## src/rtl/mult_cdb_stage.sv

```systemverilog
// mult_cdb_stage: completion stage behind the pipelined 64-bit multiplier.
// Carries each issued multiply's tag and ROB index through a shadow pipeline
// that matches the multiplier's latency. Products are buffered in a small
// completion FIFO until the CDB grants a broadcast slot. A credit check on
// issue guarantees that a product is never dropped.
// Optional build macro: MULT_CDB_BYPASS_EN. When it is defined, an arriving
// product is broadcast in its arrive cycle if the FIFO is empty.
module mult_cdb_stage #(
    parameter int unsigned LATENCY = 2,
    parameter int unsigned DEPTH   = 4,
    parameter int unsigned TAG_W   = 6,
    parameter int unsigned ROB_W   = 5
) (
    input  logic             clk,
    input  logic             rst,
    input  logic             pipe_flush,
    input  logic             issue_valid,
    output logic             issue_ready,
    input  logic [TAG_W-1:0] issue_tag,
    input  logic [ROB_W-1:0] issue_rob,
    input  logic [63:0]      mult_result,
    output logic             cdb_req,
    input  logic             cdb_gnt,
    output logic [TAG_W-1:0] cdb_tag,
    output logic [ROB_W-1:0] cdb_rob,
    output logic [63:0]      cdb_data
);

    localparam int unsigned PTR_W = (DEPTH > 1) ? $clog2(DEPTH) : 1;
    localparam int unsigned CNT_W = $clog2(DEPTH) + 1;

    // Shadow pipeline: one slot per multiplier stage.
    logic [LATENCY-1:0] sh_valid;
    logic [TAG_W-1:0]   sh_tag [LATENCY];
    logic [ROB_W-1:0]   sh_rob [LATENCY];

    // Completion FIFO storage and bookkeeping.
    logic [TAG_W-1:0]   mem_tag  [DEPTH];
    logic [ROB_W-1:0]   mem_rob  [DEPTH];
    logic [63:0]        mem_data [DEPTH];
    logic [PTR_W-1:0]   wr_ptr;
    logic [PTR_W-1:0]   rd_ptr;
    logic [CNT_W-1:0]   count;
    logic [CNT_W-1:0]   inflight;

    logic accept;
    logic arrive;
    logic fifo_empty;
    logic bypass_take;
    logic push;
    logic pop;

    // Count the ops currently travelling through the multiplier.
    always_comb begin
        inflight = '0;
        for (int i = 0; i < LATENCY; i++) begin
            inflight = inflight + CNT_W'(sh_valid[i]);
        end
    end

    assign fifo_empty  = (count == '0);
    assign arrive      = sh_valid[LATENCY-1];
    // A same-cycle pop is deliberately not credited here, which keeps the
    // ready path short. In exchange, a push can never meet a full FIFO.
    assign issue_ready = (inflight + count) < CNT_W'(DEPTH);
    assign accept      = issue_valid & issue_ready & ~pipe_flush;

`ifdef MULT_CDB_BYPASS_EN
    // An empty FIFO lets the arriving product go straight to the CDB.
    always_comb begin
        cdb_req     = (~fifo_empty | arrive) & ~pipe_flush;
        bypass_take = fifo_empty & arrive & cdb_gnt & ~pipe_flush;
        if (fifo_empty && arrive) begin
            cdb_tag  = sh_tag[LATENCY-1];
            cdb_rob  = sh_rob[LATENCY-1];
            cdb_data = mult_result;
        end else begin
            cdb_tag  = mem_tag[rd_ptr];
            cdb_rob  = mem_rob[rd_ptr];
            cdb_data = mem_data[rd_ptr];
        end
    end
`else
    // Every broadcast comes from the FIFO head.
    always_comb begin
        cdb_req     = ~fifo_empty & ~pipe_flush;
        bypass_take = 1'b0;
        cdb_tag     = mem_tag[rd_ptr];
        cdb_rob     = mem_rob[rd_ptr];
        cdb_data    = mem_data[rd_ptr];
    end
`endif

    assign push = arrive & ~pipe_flush & ~bypass_take;
    assign pop  = cdb_req & cdb_gnt & ~fifo_empty;

    // Shift the shadow pipeline every cycle. A flush kills all valid bits.
    always_ff @(posedge clk or posedge rst) begin
        if (rst) begin
            sh_valid <= '0;
            for (int i = 0; i < LATENCY; i++) begin
                sh_tag[i] <= '0;
                sh_rob[i] <= '0;
            end
        end else begin
            sh_valid[0] <= accept;
            sh_tag[0]   <= issue_tag;
            sh_rob[0]   <= issue_rob;
            for (int i = 1; i < LATENCY; i++) begin
                sh_valid[i] <= sh_valid[i-1];
                sh_tag[i]   <= sh_tag[i-1];
                sh_rob[i]   <= sh_rob[i-1];
            end
            if (pipe_flush) begin
                sh_valid <= '0;
            end
        end
    end

    // Completion FIFO. The storage is reset so the head reads zero after reset.
    always_ff @(posedge clk or posedge rst) begin
        if (rst) begin
            wr_ptr <= '0;
            rd_ptr <= '0;
            count  <= '0;
            for (int i = 0; i < DEPTH; i++) begin
                mem_tag[i]  <= '0;
                mem_rob[i]  <= '0;
                mem_data[i] <= '0;
            end
        end else if (pipe_flush) begin
            wr_ptr <= '0;
            rd_ptr <= '0;
            count  <= '0;
        end else begin
            if (push) begin
                mem_tag[wr_ptr]  <= sh_tag[LATENCY-1];
                mem_rob[wr_ptr]  <= sh_rob[LATENCY-1];
                mem_data[wr_ptr] <= mult_result;
                wr_ptr           <= wr_ptr + PTR_W'(1);
            end
            if (pop) begin
                rd_ptr <= rd_ptr + PTR_W'(1);
            end
            case ({push, pop})
                2'b10:   count <= count + CNT_W'(1);
                2'b01:   count <= count - CNT_W'(1);
                default: count <= count;
            endcase
        end
    end

endmodule

```

## config.mk

```make
export PLATFORM = sky130hd
export DESIGN_NAME = mult_cdb_stage
export DESIGN_NICKNAME = d
export VERILOG_FILES = /design/src/rtl/mult_cdb_stage.sv
export SDC_FILE = /design/constraint.sdc
export NUM_CORES = 1
export LEC_CHECK = 0
export ABC_AREA = 1
export BUFFER_PORTS_ARGS = -buffer_cell sky130_fd_sc_hd__buf_2
export CAP_MARGIN = 30
export CORE_UTILIZATION = 45
export CTS_CLUSTER_DIAMETER = 30
export DETAILED_ROUTE_END_ITERATION = 12
export PLACE_DENSITY = 0.67
export SLEW_MARGIN = 25
export SYNTH_ARGS = -nofsm -noshare
export SYNTH_HDL_FRONTEND = slang
export SYNTH_SLANG_ARGS = --single-unit
```

## constraint.sdc

```tcl
create_clock -name clk -period 11.9 [get_ports clk]
set_input_delay 0.595 -clock clk [delete_from_list [all_inputs] [get_ports clk]]
set_output_delay 0.595 -clock clk [all_outputs]
set_load 0.05 [all_outputs]
```

==> results.tsv, run 1 <==
metric	value	unit
synthCells	1558	
cts_root_buffer	clkbuf_16	
drt_iter0_markers	813	
min_path_type	input port to flip-flop	
syn_area_per_cell	9.22	um^2
layout_commonest_cell	o21ai_0	
core_region_area	31500	um^2
dp_cells	2015	
synth_cell_types	24	
relSlewSlack	39.9	%
grt_pass1_wl	57000	um
cts_tree	done	
num-fill-cells	2712	
syn_nets	1644	
cts_hold_buf	0	
peakVddDrop	180	uV
critPathRequiredTime	11.31	ns
die_y	181	um
num_vias	11300	
io_pins	157	
finalNonFillerCells	2161	
port_buffers	156	
setup.worst_path.start_class	flip-flop	
ant_nets	0	
fin_tns_setup	0	ns
synth_seq_cells	331	
drcViolationCount	0	
cts_buffer_depth	3	
grt_pass1_vias	11200	
clock_latency	0.55	ns
cellPowerDensity	291	nW/um^2
vias_per_cell	5.23	
post-route-period-util	35.2	%
fin_nets	1781	
rsz0062_at_grt	no	
maxCapViolations	0	
hpwl	18800	um
mappedNetlistArea	14400	um^2
period_needed	4.19	ns
ys_seq_area_share	57.6	%
rows	65	
slew_viol_final	0	
cts.sinks	331	
clk_pin_slew	0.04	ns
start_util	45.7	%
grt_max_degree	116	
place.gp.congestion	0.762	
wl_per_cell	15.9	um
pre_cts_ws	8.34	ns
hold_violations	0	
track_usage	21.5	%
tightest_slew	0.901	ns
worstPathArrival	3.60	ns
postCtsSetupBuffers	0	
critical_path_class	flip-flop to output pin	
p_leak	0.00882	uW
layout-area-overhead-vs-synth	24.3	%
cts-resized-gates	0	
antenna_found_initial	0	
diodes	0	
die_w	181	um
drt-total-wl	34300	um
grt-ovfl-total	0	
finish.utilization	56.8	%
cts_buffers	78	
setup_ws	7.71	ns
mostFrequentLayoutCells	338 x o21ai_0, 329 x dfrtp_1, 320 x nand2_1, 156 x nor2_1, 156 x buf_2	
h-tree-depth	3	
endpoint_kind	output pin	
dieArea	32700	um^2
finalSetupViolCount	0	
fin_worst_skew	0.0138	ns
critical_path.max_fanout	78	
status	finished clean	
ys_warn_count	0	
drive_above_1_share	21.5	%
max_freq	0.238	GHz
first_pass_iters	5	
==> metal layers <==
layer	global-route usage, %	part of all wire (%)
met3	4.50	5.7
met2	34.1	46
met5	0	0
met1	29.7	47
met4	6.36	1.4
==> logic make-up after synthesis <==
kind of cell	after synthesis	share of synthesized area (%)
AO/OA/AOI/OAI	533	20.7
adder cells (fa/ha/maj)	6	0.575
buffers and inverters	202	7.93
XOR/XNOR	2	0.122
flip-flops	331	57.6
AND/OR/NAND/NOR	484	13.0
==> critical path: stages, from the launching register on <==
cell and delay, ns:
dfrtp_4 0.79, inv_4 0.69, buf_4 0.73, o21ai_0 0.16, o22ai_1 0.21, buf_2 0.31
==> flip-flops by register name, summed over array words and instances, names as in the netlist <==
name,cells
rd_ptr,2
mem_data,256
mem_tag,24
sh_rob,10
wr_ptr,2
sh_tag,12
count,3
sh_valid,2
mem_rob,20
==> worst paths after layout <==
check | from | slack, ns | depth (start not counted) | endpoint
worst min register to register | sh_rob[5]$_DFF_PP0_ | 0.34 | 0 | sh_rob[0]$_DFF_PP0_
worst max register to register | wr_ptr[0]$_DFFE_PP0P_ | 9.34 | 5 | mem_data[212]$_DFFE_PP0P_
min in group asynchronous | rst | 0.19 | 2 | mem_rob[2]$_DFFE_PP0P_
worst min-delay path | issue_tag[2] | 0.15 | 1 | sh_tag[8]$_DFF_PP0_
max in group asynchronous | rst | 9.73 | 5 | mem_data[25]$_DFFE_PP0P_
worst max-delay path | rd_ptr[0]$_DFFE_PP0P_ | 7.71 | 5 | cdb_data[55]
==> synth_stat cells <==
| library cell | number | area share (%) |
|---|---|---|
| nand2_1 | 320 | 8.4 |
| ha_1 | 5 | 0.44 |
| a21oi_1 | 2 | 0.070 |
| inv_2 | 1 | 0.026 |
| nand2_4 | 4 | 0.31 |
| nor2_1 | 156 | 4.1 |
| inv_4 | 1 | 0.044 |
| nand4_1 | 1 | 0.044 |
| dfrtp_1 | 331 | 58 |
| o22ai_1 | 75 | 3.3 |
| fa_1 | 1 | 0.14 |
| nor3_2 | 1 | 0.070 |
| buf_4 | 7 | 0.37 |
| xnor2_1 | 1 | 0.061 |
| o21ai_1 | 61 | 2.1 |
| inv_1 | 87 | 2.3 |
| clkbuf_1 | 54 | 1.4 |
| nand3_1 | 1 | 0.035 |
| buf_6 | 46 | 3.6 |
| nor2_8 | 1 | 0.14 |
| buf_2 | 6 | 0.21 |
| o21ai_2 | 57 | 3.5 |
| xor2_1 | 1 | 0.061 |
| o21ai_0 | 338 | 12 |
==> stage by stage <==
stage	area, um^2	total power [uW]	hold slack [ns]
after floorplan	14400	2620	0.331
after global placement	14900	2930	0.335
after detailed placement	15000	2950	0.336
after CTS	17800	5250	0.127
after global routing	17900	5450	0.127
final	17900	5210	0.153
==> power by group <==
part | switching [uW] | internal, uW | total (uW)
clock | 665 | 1600 | 2270
sequential | 130 | 1320 | 1450
combinational | 1120 | 369 | 1490
==> area by class of cell <==
| type | instances | area, um^2 | share of cell area, % |
|---|---|---|---|
| Clock buffer | 93 | 2130 | 11.9 |
| Clock inverter | 51 | 709 | 3.97 |
| Sequential cell | 331 | 8290 | 46.4 |
| Tap cell | 402 | 503 | 2.82 |
| Inverter | 89 | 344 | 1.93 |
| Multi-Input combinational cell | 1025 | 4950 | 27.7 |
| Timing Repair Buffer | 170 | 938 | 5.25 |
Power figures use the tool's default switching activity.
==> run 2, diff against run 1 <==
==> constraint.sdc (replaced) <==
create_clock -name clk -period 4 [get_ports clk]
set_input_delay 0.2 -clock clk [delete_from_list [all_inputs] [get_ports clk]]
set_output_delay 0.2 -clock clk [all_outputs]
set_load 0.05 [all_outputs]
==> run 2 against run 1 <==
  * Register-to-register slack lost 7.4 ns
  * Sequential power grew to 2.9 times the previous value
  * First-iteration DRC count grew 4.3%
  * Total power grew to 3.0 times the previous value
  * Global-route usage grew 0.65 points
  * Hold slack lost 0.026 ns
  * Clock power grew to 2.9 times the previous value
  * Clock-buffer cell count grew 10
  * Wire length grew 0.84%
  * Critical endpoint is now cdb_data[34]
  * Largest power group unchanged
==> results.tsv, run 2 (synthesized netlist as in run 1, its figures left out) <==
metric	value	unit	change
io_pins	157		unchanged
ant_nets	0		unchanged
ff2ff_path_depth	8		was 5
cts.sinks	331		unchanged
mostFrequentLayoutCells	338 x o21ai_0, 329 x dfrtp_1, 320 x nand2_1, 156 x nor2_1, 156 x buf_2		unchanged
clk_pin_slew	0.04	ns	about the same
port_buffers	156		unchanged
start_util	45.7	%	unchanged
rows	65		unchanged
r2r-start	count[0]$_DFFE_PP0P_		was wr_ptr[0]$_DFFE_PP0P_
cts_tree	done		unchanged
peakVddDrop	534	uV	was 180 uV
grt_use_met1	29.2	%	was 29.7%
dieArea	32700	um^2	unchanged
hold_depth	6		was 1
layout-area-overhead-vs-synth	29.9	%	was 24.3%
p_leak	0.00910	uW	was 0.00882 uW
drt-total-wl	34600	um	was 34300 um
top_register	mem_data		unchanged
period_needed	2.87	ns	
status	finished clean		unchanged
finalSetupViolCount	0		unchanged
cts_buffer_depth	3		unchanged
grt_pass1_wl	58800	um	was 57000 um
hold_violations	0		unchanged
fin_worst_skew	0.0144	ns	was 0.0138 ns
worstHoldStart	cdb_gnt		was issue_tag[2]
core_region_area	31500	um^2	unchanged
postCtsSetupBuffers	0		unchanged
fin_tns_setup	0	ns	unchanged
cts-resized-gates	0		unchanged
hpwl	18100	um	was 18800 um
r2r-end	sh_valid[0]$_DFF_PP0_		was mem_data[212]$_DFFE_PP0P_
worstPathArrival	2.67	ns	was 3.60 ns
cts_buffers	75		was 78
grt-ovfl-total	0		unchanged
critPathRequiredTime	3.80	ns	was 11.31 ns
path_cells	inv_4 > buf_4 > o21ai_0 > o22ai_1 > buf_2		unchanged
drcViolationCount	0		unchanged
cellPowerDensity	825	nW/um^2	was 291 nW/um^2
worst_setup_path_startpoint	rd_ptr[0]$_DFFE_PP0P_		unchanged
setup.worst_path.start_class	flip-flop		unchanged
clock_latency	0.54	ns	was 0.55 ns
min_path_type	input port to flip-flop		unchanged
grt_pass1_vias	11700		was 11.2k
num-fill-cells	2659		was 2712
place.gp.congestion	0.764		was 0.762
r2r_slack	1.98	ns	was 9.34 ns
num_vias	11600		was 11.3k
drive_above_1_share	19.7	%	was 21.5%
grt_max_degree	151		was 116
slowest_delay	0.49	ns	was 0.79 ns
slowest_stage	dfrtp_4		unchanged
crit_cells	5		unchanged
maxCapViolations	0		unchanged
layout_commonest_cell	o21ai_0		unchanged
largest_register_ffs	256		unchanged
endpoint_kind	output pin		unchanged
die_w	181	um	unchanged
fin_nets	1859		was 1781
critical_path.max_fanout	61		was 78
top_regs	mem_data x256, mem_tag x24, mem_rob x20		unchanged
die_y	181	um	unchanged
antenna_found_initial	3		was 0
vias_per_cell	5.17		was 5.23
finish.utilization	59.3	%	was 56.8%
post-route-period-util	71.8	%	
globalRouteMet2Util	35.6	%	was 34.1%
track_usage	22.1	%	was 21.5%
min_to	count[2]$_DFFE_PP0P_		was sh_tag[8]$_DFF_PP0_
cts_root_buffer	clkbuf_16		unchanged
first_pass_iters	5		unchanged
slew_viol_final	0		unchanged
crit_buf_inv	3		unchanged
h-tree-depth	3		unchanged
max_freq	0.348	GHz	
drt_iter0_markers	848		was 813
rsz0062_at_grt	no		unchanged
grtUsageMet3	5.18	%	was 4.50%
wl_per_cell	15.5	um	was 15.9 um
relSlewSlack	39.8	%	was 39.9%
cp_top_family	buffers and inverters		unchanged
power	15400	uW	was 5210 uW
critical_path_class	flip-flop to output pin		unchanged
tightest_slew	0.903	ns	was 0.901 ns
grt-busiest-layer	met2		unchanged
-- run 2: worst max path at each step --
stage	slack (ns)	endpoint
detailed placement	1.69	cdb_data[34]
global placement	1.72	cdb_data[43]
CTS	1.10	cdb_data[34]
global route	0.93	cdb_data[34]
floorplan	-0.62	count[0]$_DFFE_PP0P_
finish	1.13	cdb_data[34]
-- run 2: repair_timing --
item	in CTS	in global routing
hold buffers	79	0
endpoints found under the setup margin	0	0
hold endpoints to repair	284	0
-- run 2: worst reg2reg max path: cells and delay by family, from the launching register on --
kind / cells / cell delay (ns)
simple gates: 3 / 0.23
xor+xnor: 1 / 0.24
fa+ha+maj: 1 / 0.30
compound gates: 1 / 0.17
buf+inv: 2 / 0.58
flops: 1 / 0.43
-- run 2: through the flow --
stage          cells  area, um^2  worst slack (ns)  hold WS [ns]
2_1_floorplan   1558       14400            -0.621         0.231
3_3_place_gp    2014       15000              1.72         0.310
3_5_place_dp    2014       15000              1.69         0.310
4_1_cts         2226       18500              1.10        0.0987
5_1_grt         2234       18700             0.933         0.133
6_report        2234       18700              1.13         0.127
-- run 2: metal layers --
metal / wire, um / share of wire, %
met5: 0 / 0
met4: 891 / 2.6
met3: 2060 / 5.9
met2: 16000 / 46
met1: 15600 / 45
-- run 2: area by class of cell --
type | count | area (um^2) | share of cell area (%)
Sequential cell | 331 | 8290 | 44.4
Clock inverter | 30 | 558 | 2.99
Clock buffer | 103 | 2170 | 11.6
Inverter | 89 | 340 | 1.82
Timing Repair Buffer | 251 | 1820 | 9.76
Antenna cell | 3 | 7.51 | 0.0402
Tap cell | 402 | 503 | 2.69
Multi-Input combinational cell | 1025 | 4980 | 26.7
-- run 2: report_power, final --
part	switching [uW]	leakage (uW)	internal, uW
Sequential	305	0.00441	3930
Combinational	3460	0.00336	1170
Clock	1820	0.00133	4710
